`src/rtl/ps2_pkg.sv`:
```
// Shared constants, register map and types for the PS/2 keyboard Wishbone slave.
package ps2_pkg;

  localparam logic [1:0] REG_DATA   = 2'd0;
  localparam logic [1:0] REG_STATUS = 2'd1;
  localparam logic [1:0] REG_CTRL   = 2'd2;
  localparam logic [1:0] REG_LAST   = 2'd3;

  localparam int unsigned ST_EMPTY      = 0;
  localparam int unsigned ST_FULL       = 1;
  localparam int unsigned ST_OVERFLOW   = 2;
  localparam int unsigned ST_PARITY_ERR = 3;
  localparam int unsigned ST_FRAME_ERR  = 4;
  localparam int unsigned ST_COUNT_LSB  = 8;

  localparam int unsigned CTRL_IRQ_EN = 0;
  localparam int unsigned CTRL_RX_EN  = 1;
  localparam int unsigned CTRL_FLUSH  = 2;

  localparam int unsigned FRAME_LEN = 11;
  localparam int unsigned BIT_CNT_W = 4;

  typedef enum logic [1:0] {
    RX_IDLE  = 2'd0,
    RX_SHIFT = 2'd1,
    RX_CHECK = 2'd2
  } rx_state_e;

  typedef struct packed {
    logic [15:0] rsvd_hi;
    logic [7:0]  count;
    logic [2:0]  rsvd_lo;
    logic        frame_err;
    logic        parity_err;
    logic        overflow;
    logic        full;
    logic        empty;
  } ps2_status_t;

  // Odd parity holds when data plus parity bit carry an odd number of ones.
  function automatic logic odd_parity_ok(input logic [7:0] data, input logic par);
    return ^{data, par};
  endfunction

endpackage

```
`src/rtl/ps2_rx_frame.sv`:
```
// PS/2 frame receiver: pin synchronisers, falling-edge detect, 11-bit shifter,
// start/stop/parity checks and a mid-frame stall timeout.
module ps2_rx_frame
  import ps2_pkg::*;
#(
  parameter int unsigned SYNC_STAGES    = 2,
  parameter int unsigned TIMEOUT_CYCLES = 50000
) (
  input  logic       clk,
  input  logic       rst,
  input  logic       ps2_clk,
  input  logic       ps2_data,
  input  logic       rx_en,
  output logic       byte_valid_c,
  output logic [7:0] rx_byte_c,
  output logic       parity_err_c,
  output logic       frame_err_c
);

  localparam int unsigned TW = $clog2(TIMEOUT_CYCLES + 1);

  logic [SYNC_STAGES-1:0] clk_sync;
  logic [SYNC_STAGES-1:0] data_sync;
  logic                   clk_prev;
  logic                   clk_s;
  logic                   data_s;
  logic                   fall_c;

  rx_state_e              state, state_nxt;
  logic [BIT_CNT_W-1:0]   bit_cnt, bit_cnt_nxt;
  logic [FRAME_LEN-1:0]   frame, frame_nxt;
  logic [TW-1:0]          timer, timer_nxt;

  // Synchronisers reset to the idle-high line level so reset never fakes an edge.
  always_ff @(posedge clk) begin
    if (rst) begin
      clk_sync  <= '1;
      data_sync <= '1;
      clk_prev  <= 1'b1;
    end else begin
      clk_sync  <= {clk_sync[SYNC_STAGES-2:0], ps2_clk};
      data_sync <= {data_sync[SYNC_STAGES-2:0], ps2_data};
      clk_prev  <= clk_s;
    end
  end

  assign clk_s  = clk_sync[SYNC_STAGES-1];
  assign data_s = data_sync[SYNC_STAGES-1];
  assign fall_c = clk_prev & ~clk_s;

  always_ff @(posedge clk) begin
    if (rst) begin
      state   <= RX_IDLE;
      bit_cnt <= '0;
      frame   <= '0;
      timer   <= '0;
    end else begin
      state   <= state_nxt;
      bit_cnt <= bit_cnt_nxt;
      frame   <= frame_nxt;
      timer   <= timer_nxt;
    end
  end

  always_comb begin
    state_nxt    = state;
    bit_cnt_nxt  = bit_cnt;
    frame_nxt    = frame;
    timer_nxt    = '0;
    byte_valid_c = 1'b0;
    parity_err_c = 1'b0;
    frame_err_c  = 1'b0;
    rx_byte_c    = frame[8:1];

    if (!rx_en) begin
      state_nxt   = RX_IDLE;
      bit_cnt_nxt = '0;
    end else begin
      unique case (state)
        RX_IDLE: begin
          if (fall_c) begin
            frame_nxt   = {{(FRAME_LEN-1){1'b0}}, data_s};
            bit_cnt_nxt = BIT_CNT_W'(1);
            state_nxt   = RX_SHIFT;
          end
        end
        RX_SHIFT: begin
          if (fall_c) begin
            frame_nxt[bit_cnt] = data_s;
            if (bit_cnt == BIT_CNT_W'(FRAME_LEN - 1)) begin
              state_nxt = RX_CHECK;
            end else begin
              bit_cnt_nxt = bit_cnt + BIT_CNT_W'(1);
            end
          end else if (timer == TW'(TIMEOUT_CYCLES - 1)) begin
            frame_err_c = 1'b1;
            state_nxt   = RX_IDLE;
            bit_cnt_nxt = '0;
          end else begin
            timer_nxt = timer + TW'(1);
          end
        end
        RX_CHECK: begin
          state_nxt   = RX_IDLE;
          bit_cnt_nxt = '0;
          if (frame[0] || !frame[FRAME_LEN-1]) begin
            frame_err_c = 1'b1;
          end else if (!odd_parity_ok(frame[8:1], frame[9])) begin
            parity_err_c = 1'b1;
          end else begin
            byte_valid_c = 1'b1;
          end
        end
        default: begin
          state_nxt   = RX_IDLE;
          bit_cnt_nxt = '0;
        end
      endcase
    end
  end

endmodule

```
`src/rtl/ps2_kbd_wb.sv`:
```
// Wishbone slave PS/2 keyboard port: receiver, scan-code FIFO, status/control
// registers and a level interrupt.
module ps2_kbd_wb
  import ps2_pkg::*;
#(
  parameter int unsigned FIFO_DEPTH     = 16,
  parameter int unsigned SYNC_STAGES    = 2,
  parameter int unsigned TIMEOUT_CYCLES = 50000
) (
  input  logic        clk,
  input  logic        rst,
  input  logic        PS2_clk,
  input  logic        PS2_Data,
  input  logic        stb_i,
  input  logic        we_i,
  input  logic [31:0] adr_i,
  input  logic [31:0] dat_i,
  output logic [31:0] dat_o,
  output logic        ack_o,
  output logic        ps2_irq,
  output logic [31:0] key_d
);

  localparam int unsigned PW = $clog2(FIFO_DEPTH);
  localparam int unsigned CW = PW + 1;

  logic [7:0]    mem [FIFO_DEPTH];
  logic [PW-1:0] wr_ptr, rd_ptr;
  logic [CW-1:0] count;
  logic          overflow, parity_err, frame_err;
  logic          irq_en, rx_en;

  logic          byte_valid_c, parity_err_c, frame_err_c;
  logic [7:0]    rx_byte_c;

  logic          access_c, rd_c, wr_c;
  logic [1:0]    reg_sel_c;
  logic          empty_c, full_c, push_c, pop_c, flush_c;
  logic          clr_ovf_c, clr_perr_c, clr_ferr_c;
  ps2_status_t   status_c;
  logic [31:0]   rdata_c;
  logic          unused_bits;

  ps2_rx_frame #(
    .SYNC_STAGES   (SYNC_STAGES),
    .TIMEOUT_CYCLES(TIMEOUT_CYCLES)
  ) u_rx (
    .clk         (clk),
    .rst         (rst),
    .ps2_clk     (PS2_clk),
    .ps2_data    (PS2_Data),
    .rx_en       (rx_en),
    .byte_valid_c(byte_valid_c),
    .rx_byte_c   (rx_byte_c),
    .parity_err_c(parity_err_c),
    .frame_err_c (frame_err_c)
  );

  assign unused_bits = ^{adr_i[31:4], adr_i[1:0], dat_i[31:5]};

  // Bus decode; an access is only taken when the previous ack has dropped.
  always_comb begin
    reg_sel_c  = adr_i[3:2];
    access_c   = stb_i & ~ack_o;
    rd_c       = access_c & ~we_i;
    wr_c       = access_c & we_i;
    empty_c    = (count == '0);
    full_c     = (count == CW'(FIFO_DEPTH));
    pop_c      = rd_c & (reg_sel_c == REG_DATA) & ~empty_c;
    push_c     = byte_valid_c & ~full_c;
    flush_c    = wr_c & (reg_sel_c == REG_CTRL) & dat_i[CTRL_FLUSH];
    clr_ovf_c  = wr_c & (reg_sel_c == REG_STATUS) & dat_i[ST_OVERFLOW];
    clr_perr_c = wr_c & (reg_sel_c == REG_STATUS) & dat_i[ST_PARITY_ERR];
    clr_ferr_c = wr_c & (reg_sel_c == REG_STATUS) & dat_i[ST_FRAME_ERR];
  end

  always_comb begin
    status_c            = '0;
    status_c.empty      = empty_c;
    status_c.full       = full_c;
    status_c.overflow   = overflow;
    status_c.parity_err = parity_err;
    status_c.frame_err  = frame_err;
    status_c.count      = 8'(count);

    rdata_c = '0;
    if (!we_i) begin
      unique case (reg_sel_c)
        REG_DATA:   rdata_c = empty_c ? 32'h0 : {23'h0, 1'b1, mem[rd_ptr]};
        REG_STATUS: rdata_c = status_c;
        REG_CTRL:   rdata_c = {30'h0, rx_en, irq_en};
        REG_LAST:   rdata_c = key_d;
        default:    rdata_c = '0;
      endcase
    end
  end

  // FIFO storage carries no reset; validity is tracked by the pointers and count.
  always_ff @(posedge clk) begin
    if (push_c) mem[wr_ptr] <= rx_byte_c;
  end

  always_ff @(posedge clk) begin
    if (rst) begin
      dat_o      <= '0;
      ack_o      <= 1'b0;
      ps2_irq    <= 1'b0;
      key_d      <= '0;
      wr_ptr     <= '0;
      rd_ptr     <= '0;
      count      <= '0;
      overflow   <= 1'b0;
      parity_err <= 1'b0;
      frame_err  <= 1'b0;
      irq_en     <= 1'b0;
      rx_en      <= 1'b1;
    end else begin
      ack_o <= access_c;
      if (access_c) dat_o <= rdata_c;

      if (flush_c) begin
        wr_ptr <= '0;
        rd_ptr <= '0;
        count  <= '0;
      end else begin
        if (push_c) wr_ptr <= wr_ptr + PW'(1);
        if (pop_c)  rd_ptr <= rd_ptr + PW'(1);
        count <= count + CW'(push_c) - CW'(pop_c);
      end

      if (byte_valid_c) key_d <= {key_d[23:0], rx_byte_c};

      // A new event outranks a clear landing in the same cycle.
      overflow   <= (overflow & ~clr_ovf_c) | (byte_valid_c & full_c);
      parity_err <= (parity_err & ~clr_perr_c) | parity_err_c;
      frame_err  <= (frame_err & ~clr_ferr_c) | frame_err_c;

      if (wr_c && (reg_sel_c == REG_CTRL)) begin
        irq_en <= dat_i[CTRL_IRQ_EN];
        rx_en  <= dat_i[CTRL_RX_EN];
      end

      ps2_irq <= irq_en & (~empty_c | overflow | parity_err | frame_err);
    end
  end

endmodule

```
`config.mk`:
```
export PLATFORM = sky130hd
export DESIGN_NAME = ps2_kbd_wb
export DESIGN_NICKNAME = d
export VERILOG_FILES = /design/src/rtl/ps2_pkg.sv /design/src/rtl/ps2_rx_frame.sv /design/src/rtl/ps2_kbd_wb.sv
export SDC_FILE = /design/constraint.sdc
export NUM_CORES = 1
export LEC_CHECK = 0
export CAP_MARGIN = 20
export CORE_AREA = 2 2 175 177
export CTS_CLUSTER_SIZE = 28
export DETAILED_ROUTE_END_ITERATION = 6
export DIE_AREA = 0 0 177 179
export GPL_TIMING_DRIVEN = 1
export SYNTH_ARGS = -nofsm -noshare
export SYNTH_HDL_FRONTEND = slang
export SYNTH_SLANG_ARGS = --single-unit
```
`constraint.sdc`:
```
create_clock -name clk -period 8.7 [get_ports clk]
set_input_delay 1.305 -clock clk [delete_from_list [all_inputs] [get_ports clk]]
set_output_delay 1.305 -clock clk [all_outputs]
set_load 0.005 [all_outputs]
```
-- Yosys cells after proc, flatten, opt, wreduce, memory -nomap -nowiden
Memories as Yosys holds them, arrays and structs flattened. A register that Yosys moved wholly into a read port is not among the register bits.
Cells that the tools add are included.
- register bits after elaboration: 122
- RAM bits: 128
- bits of input ports: 70
- output and inout port bits: 66
- logic and storage cells: 126
- memories: 1
- $add $sub $neg: 6
- order comparisons: 2
- equal/unequal tests: 13
- muxes and demuxes: 36
- bitwise gates (word level): 34
- reductions and logical operators: 15
- memories (memory ; depth ; bits a word ; read ports ; clocked after memory_dff ; write ports ; line ; text):
    mem ; 16 ; 8 ; 1 ; 1 ; 1 ; ps2_kbd_wb.sv:27 ; logic [7:0] mem [FIFO_DEPTH];
- operators by type and width (cell ; count):
    one-hot mux 32 bit (4 select lines) ; 1
    two-way mux 32 bit ; 1
    two-way mux 4 bit ; 6
    two-way mux 11 bit ; 2
    one-hot mux 11 bit (2 select lines) ; 1
    bitwise AND 1 bit ; 18
    adder 16 x 1 -> 16 bit (second input constant) ; 1
    == test 16 bit (second input constant) ; 1
    two-way mux 1 bit ; 15
    adder 4 x 1 -> 4 bit (second input constant) ; 3
    bitwise mux 11 bit ; 1
    inverter 1 bit ; 10
    two-way mux 9 bit ; 1
    XOR reduction 9 bit ; 1
    two-way mux 2 bit ; 4
    one-hot mux 4 bit (2 select lines) ; 1
    == test 2 bit (second input constant) ; 3
    inequality test 3 bit (second input constant) ; 2
    OR 1 bit ; 6
    AND reduction 3 bit ; 2
    adder 5 x 1 -> 5 bit ; 1
    == test 5 bit (second input constant) ; 1
    logical NOT 5 bit ; 1
    < comparator 4 x 5 -> 1 bit (second input constant) ; 1
    other kinds (17) ; 22

-- Logic depth before layout (Yosys ltp)
Gate-level depths: netlist of run 1.
- word-level depth: 8
- mapped depth: 14

-- Hierarchy
Synthesis of run 1 repeated with hierarchy kept, for this count alone.
- cells, all modules: 808
- area total of the unflattened synthesis: 10465.0 µm²
- modules (own cells, without submodules) (module ; instances ; cells each ; area an instance (µm²) ; seq. area each (µm²)):
    ps2_kbd_wb ; 1 ; 572 ; 8416.8 ; 5605.4
    ps2_rx_frame ; 1 ; 236 ; 2048.2 ; 760.7

-- Worst setup path after synthesis of run 1
No wires, ideal clock.
- path kind: in2reg
- start: input port adr_i[2]
- end: register count[4]
- setup time: 0.127 ns
- arrival time: 3.268 ns
- required time: 8.573 ns
- path slack: 5.304 ns
- cell stages on the path: 11
- path buffers: 0
- path through: nor3b_1 -> nor4b_2 -> ha_1 -> inv_1 -> ha_1 -> fa_1 -> a21oi_1 -> nor2_1 -> nor2_1 -> xnor2_1 -> nor2_1
- cells in the longest elaborated chain, start to end: 4
- ends and longest elaborated chain (what ; line ; text):
    start, declared ; ps2_kbd_wb.sv:16 ; input logic [31:0] adr_i,
    logical NOT 2 bit ; ps2_kbd_wb.sv:69 ; pop_c = rd_c & (reg_sel_c == REG_DATA) & ~empty_c;
    bitwise AND 1 bit (2 in series) ; ps2_kbd_wb.sv:69 ;
    net pop_c ; ps2_kbd_wb.sv:38 ; logic empty_c, full_c, push_c, pop_c, flush_c;
    subtractor 5 x 1 -> 5 bit ; ps2_kbd_wb.sv:128 ; count <= count + CW'(push_c) - CW'(pop_c);
    end signal, assigned ; ps2_kbd_wb.sv:128 ;
    end, declared ; ps2_kbd_wb.sv:29 ; logic [CW-1:0] count;
The timed path passes the listed nets, and every way through them passes these cells.
A chain may end at the register's enable or synchronous reset.

-- Final worst setup path of run 1
Ends and elaborated chain as after synthesis.

==> reports/qor.yml, run 1 <==
tritoncts: "built"
maxCapViolCount: 0
routabilityCongestion: 0.799
layout_commonest_cell: "edfxtp_1"
ir_drop_v: 0.000129
finalSetupTns_ns: 0
first_global_vias: 6369
p_comb_frac: 0.051
antenna_cells: 0
arrival_ns: 4.18
drc: 0
via_count: 6557
holdWs_ns: 0.414
required_ns: 9.10
clockBufferDepth: 3
drv_slew: 0
powerDensity_nw_per_um2: 204
seq_area_frac_synth: 0.619
crit_path_start_kind: "input port"
antenna_left: 0
async_flop_share: 0
clock_latency_ns: 0.53
post_cts_buffers: 0
dp_hpwl_um: 15000
core_um2: 30000
ys_ff_latch: 254
drt_pass1_iterations: 7
ys.flop_type: "edfxtp_1"
clk_pin_slew_ns: 0.06
fin_crit_ns: 3.78
rsz0062_at_grt: "false"
rows: 64
slew-limit-headroom: 0.301
drive_gt1_frac: 0.116
regArea_um2: 6370
yosysTopAreaCellShare: 0.373
wire_per_inst_um: 17.9
cts_hold_buf: 0
ctsResizeCount: 0
portBuffers: 78
p_clk_frac: 0.447
status: "finished, final reports clean"
p_seq_frac: 0.502
synth_cell_types: 56
finalSetupViolCount: 0
cts_sinks: 254
final_cell_mix: "edfxtp_1, dfxtp_1, clkdlybuf4s50_1"
place_inst: 1241
die_h_um: 179
nets: 964
die-area_um2: 31700
skew_ns: 0.0116
io_pins: 136
start_util: 0.343
drt-total-wl_um: 23100
period_share: 0.434
routed_via_density: 5.08
grt_max_degree: 98
p_sw_mw: 0.529
yosys_warnings: 0
clock.fmax_mhz: 265
cts_htree_levels: 1
crit_type: "in -> reg"
switching_share: 0.209
crit_path_end_kind: "flip-flop"
numCtsBuffers: 27
p_leak_nw: 4.05
drt_iter0_markers: 481
grt_pass1_wl_um: 35800
syn_inst: 800
final_cells: 1290
synth_area_leader_cell: "edfxtp_1"
area_delta_synth_final_pct: 20.3
grtUsageTotal: 0.144
grt.overflow.total: 0
syn_area_per_cell_um2: 12.9
multiInputGateArea_um2: 3680
die_x_um: 177
antenna_found_initial: 0
netlist_area_um2: 10300
hold_viol_final: 0
p_int_mw: 2.00
synthTopCellsByArea: "edfxtp_1, dfxtp_1, mux4_2, nor2_1, a21oi_1"
hold_path.class: "reg -> reg"
crit_fanout: 7
worst_slew_pin_slew_ns: 1.04
cts_root_buf: "clkbuf_16"
fill_cells: 2823
syn_nets: 890
synth_edf_count: 128
metal layers:
| layer | part of all wire | vias up | GRT usage |
|---|---|---|---|
| met3 | 0.046 | 29 | 0.0237 |
| met2 | 0.48 | 133 | 0.240 |
| li1 | - | 3131 | - |
| met1 | 0.46 | 3264 | 0.195 |
| met5 | 0 | - | 0 |
| met4 | 0.016 | 0 | 0.0389 |
worst max-delay path, stage by stage:
cell             delay [ns]
clkdlybuf4s50_1        0.51
nor3b_1                0.25
nor4b_2                0.73
ha_1                   0.25
inv_1                  0.04
ha_1                   0.19
fa_1                   0.41
a21oi_1                0.15
nor2_1                 0.06
nor2_1                 0.11
xnor2_1                0.13
nor2_1                 0.05
registers in the layout, summed over array words and instances, names as in the netlist, named ones only:
signal          cells
frame_err           1
rx_en               1
key_d              32
irq_en              1
mem               128
u_rx.data_sync      2
overflow            1
u_rx.clk_prev       1
ack_o               1
rd_ptr              4
ps2_irq             1
u_rx.timer         16
u_rx.frame         11
u_rx.bit_cnt        4
u_rx.clk_sync       2
wr_ptr              4
dat_o              32
parity_err          1
count               5
u_rx.state          2
Yosys cell counts (3+ instances only):
cell      count
inv_1        18
o21ai_0      38
dfxtp_1     126
or3_1         6
clkbuf_1     31
nand4_1       7
o211ai_1      3
mux4_2       35
nor2_1       73
a221oi_1      5
buf_1         3
ha_1         19
a21oi_1      48
xor2_1        8
nand2b_1     28
and3_1        4
nor3b_1       5
nor3_1       10
a22oi_1      26
a21o_1        4
or2_2         5
nand2_1      28
o22ai_1       8
edfxtp_1    128
xnor2_1      15
a22o_1        7
mux2i_1      17
buf_2        10
and2_1        4
nor2b_1       7
nand3_1      30
a21boi_0      9
a222oi_1      7
power groups by stage:
stage / Clock [mW] / Combinational [mW] / Sequential, mW
after global placement: 0 / 0.129 / 1.29
after floorplan: 0 / 0.0982 / 1.29
final: 1.13 / 0.130 / 1.27
after global routing: 1.20 / 0.143 / 1.27
after CTS: 1.16 / 0.131 / 1.27
after detailed placement: 0 / 0.130 / 1.29
path summary, 6_finish.rpt:
kind / depth (start not counted) / slack, ns / endpoint / startpoint
max: 12 / 4.92 / count[4]$_SDFF_PP0_ / adr_i[2]
min: 1 / 0.41 / u_rx.data_sync[1]$_SDFF_PP1_ / u_rx.data_sync[0]$_SDFF_PP1_
max reg2reg: 14 / 4.98 / count[4]$_SDFF_PP0_ / u_rx.frame[1]$_SDFFE_PP0P_
min reg2reg: 1 / 0.41 / u_rx.data_sync[1]$_SDFF_PP1_ / u_rx.data_sync[0]$_SDFF_PP1_
cell families after synthesis:
group / after synthesis / share of synthesized area
multiplexers: 54 / 0.0953
AO/OA/AOI/OAI: 161 / 0.0993
AND/OR/NAND/NOR: 223 / 0.112
buffers and inverters: 62 / 0.0238
flip-flops: 254 / 0.619
adder cells (fa/ha/maj): 20 / 0.0250
XOR/XNOR: 26 / 0.0257
through the flow:
| stage | total power, mW | instance area (um^2) | utilization | setup slack [ns] |
|---|---|---|---|---|
| after floorplan | 1.39 | 10300 | - | 5.30 |
| after global placement | 1.42 | 11500 | 0.382 | 4.45 |
| after detailed placement | 1.42 | 11500 | 0.383 | 4.37 |
| after CTS | 2.56 | 12400 | 0.412 | 4.93 |
| after global routing | 2.62 | 12400 | 0.412 | 4.68 |
| final | 2.53 | 12400 | 0.412 | 4.92 |
final cells by class:
cell class / count / share of cell area
Sequential cell: 254 / 0.514
Timing Repair Buffer: 89 / 0.0709
Tap cell: 396 / 0.0400
Multi-Input combinational cell: 484 / 0.297
Inverter: 18 / 0.00546
Clock buffer: 45 / 0.0681
Clock inverter: 4 / 0.00394
Note: power is estimated with default switching activity, not from simulation.
==> run 2: changes to the inputs <==
Clock period 8.7 ns to 3.3 ns, I/O delays scaled along.
==> run 2 against run 1 <==
  * Wire length rose by 2.2%
  * Setup slack worse by 4.5 ns
  * Clock power increased to 2.6 times the previous value
  * Register-to-register slack lost 4.6 ns
  * Count of clock-buffer cells in the layout fell by 9
  * Critical path type is now reg -> reg
  * Critical endpoint unchanged
  * Largest power group unchanged
  * Highest routed layer unchanged
==> reports/qor.yml, run 2 (same netlist as run 1, synthesis figures left out) <==
via_count: 6702  # +2.2%
cts_htree_levels: 1  # unchanged
p_seq_frac: 0.501  # about the same
slew-limit-headroom: 0.425  # +0.125
period_share: 0.871
place_area_um2: 11700  # +1.7%
clock_latency_ns: 0.52  # about the same
dp_hpwl_um: 15700  # +5.1%
hold_viol_final: 0  # unchanged
routabilityCongestion: 0.782  # -2.2%
finalSetupTns_ns: 0  # unchanged
crit_path_end_kind: "flip-flop"
wire_per_inst_um: 17.9  # +0.34%
p_comb_frac: 0.054  # +0.003
crit_type: "reg -> reg"
cts_root_buf: "clkbuf_16"
layout_commonest_cell: "edfxtp_1"
powerDensity_nw_per_um2: 532  # +160%
antenna_found_initial: 0  # unchanged
clockBufferDepth: 3  # unchanged
first_global_vias: 6501  # +2.1%
cts_sinks: 254  # unchanged
critical_path.slowest_cell: "nor4bb_1"
io_pins: 136  # unchanged
drt_iter0_markers: 415  # -14%
place_inst: 1268  # +2.2%
finalSetupViolCount: 0  # unchanged
antenna_cells: 0  # unchanged
p_int_mw: 5.28  # +160%
die_x_um: 177  # unchanged
fill_cells: 2787  # -1.3%
top_register: "mem"
dp_slack_ns: 0.292  # -4.08 ns
routed_via_density: 5.10  # +0.34%
antenna_left: 0  # unchanged
ctsResizeCount: 0  # unchanged
required_ns: 3.68  # -5.42 ns
crit_chain: "inv_1, ha_1, nor4bb_1, nor2_1, nand2_1, ha_1, inv_1, ha_1, fa_1, a21oi_1, nor2_1, nor2_1, xnor2_1, nor2_1"
fin_ws_ns: 0.426  # -4.50 ns
cts_hold_buf: 0  # unchanged
worst_slew_pin_slew_ns: 0.860  # -0.181 ns
portBuffers: 78  # unchanged
status: "finished, final reports clean"
die_h_um: 179  # unchanged
numCtsBuffers: 26  # -3.7%
drt-total-wl_um: 23600  # +2.2%
grtUsageTotal: 0.148  # +0.00389
final_cells: 1314  # +1.9%
drive_gt1_frac: 0.141  # +0.0242
crit_fanout: 3  # -4
drc: 0  # unchanged
drv_slew: 0  # unchanged
crit_top_cell: "nor2_1"
core_um2: 30000  # unchanged
cpPeakStageDelay_ns: 0.56  # -0.17 ns
grt_pass1_wl_um: 36800  # +2.9%
die-area_um2: 31700  # unchanged
ir_drop_v: 0.000273  # +110%
area_delta_synth_final_pct: 22.0
tritoncts: "built"
drt_pass1_iterations: 4  # -3
switching_share: 0.210  # +0.000681
p_clk_frac: 0.445  # -0.002
start_util: 0.343  # unchanged
p_leak_nw: 4.17  # +3.2%
utilization: 0.418  # +0.00575
skew_ns: 0.0129  # +0.00126 ns
maxCapViolCount: 0  # unchanged
fin_crit_ns: 2.87
rsz0062_at_grt: "false"
holdWs_ns: 0.362  # -0.0514 ns
p_sw_mw: 1.40  # +160%
fin_area_um2: 12600  # +1.4%
hold_path.class: "in -> reg"
rows: 64  # unchanged
grt_max_degree: 79  # -19%
crit_path_start_kind: "flip-flop"
nets: 990  # +2.7%
clk_pin_slew_ns: 0.06  # about the same
final_cell_mix: "edfxtp_1, dfxtp_1, clkdlybuf4s50_1"
arrival_ns: 3.26  # -0.92 ns
clock.fmax_mhz: 348
post_cts_buffers: 0  # unchanged
p_total_mw: 6.68  # +160%
grt.overflow.total: 0  # unchanged
largest_register_ffs: 128  # unchanged
largestRegisters: "mem (128), dat_o (32), key_d (32)"
run 2: final timing paths:
| path | from | end | slack [ns] | cells after the start |
|---|---|---|---|---|
| setup reg to reg | count[3]$_SDFF_PP0_ | count[4]$_SDFF_PP0_ | 0.43 | 14 |
| setup / recovery | count[3]$_SDFF_PP0_ | count[4]$_SDFF_PP0_ | 0.43 | 14 |
| hold reg to reg | u_rx.data_sync[0]$_SDFF_PP1_ | u_rx.data_sync[1]$_SDFF_PP1_ | 0.41 | 1 |
| hold / removal | rst | overflow$_SDFF_PP0_ | 0.36 | 2 |
run 2: power groups by stage:
stage | Clock (mW) | Combinational (mW) | Sequential (mW)
final | 2.97 | 0.362 | 3.35
after global routing | 3.16 | 0.400 | 3.35
after CTS | 3.03 | 0.364 | 3.35
after detailed placement | 0 | 0.359 | 3.42
after global placement | 0 | 0.357 | 3.42
after floorplan | 0 | 0.259 | 3.40
run 2: critical path: cells and delay by family (launching register included):
kind / cells / cell delay [ns]
buffers and inverters: 2 / 0.13
AOI/OAI and AO/OA: 1 / 0.16
DFF: 1 / 0.33
and+or+nand+nor: 6 / 1.08
adders and majority gates: 4 / 0.91
xor gates and xnor gates: 1 / 0.13
run 2: area by class of cell:
cell class,instances,area (um^2),area share
Clock inverter,10,131,0.0105
Clock buffer,36,739,0.0589
Inverter,18,67.6,0.00538
Multi-Input combinational cell,484,3680,0.293
Tap cell,396,495,0.0395
Sequential cell,254,6370,0.507
Timing Repair Buffer,116,1070,0.0855
run 2: layer usage:
| layer | global-route usage | up-vias | part of all wire |
|---|---|---|---|
| li1 | - | 3182 | - |
| met2 | 0.257 | 145 | 0.49 |
| met4 | 0.0362 | 0 | 0.015 |
| met3 | 0.0187 | 28 | 0.043 |
| met5 | 0 | - | 0 |
| met1 | 0.196 | 3347 | 0.45 |
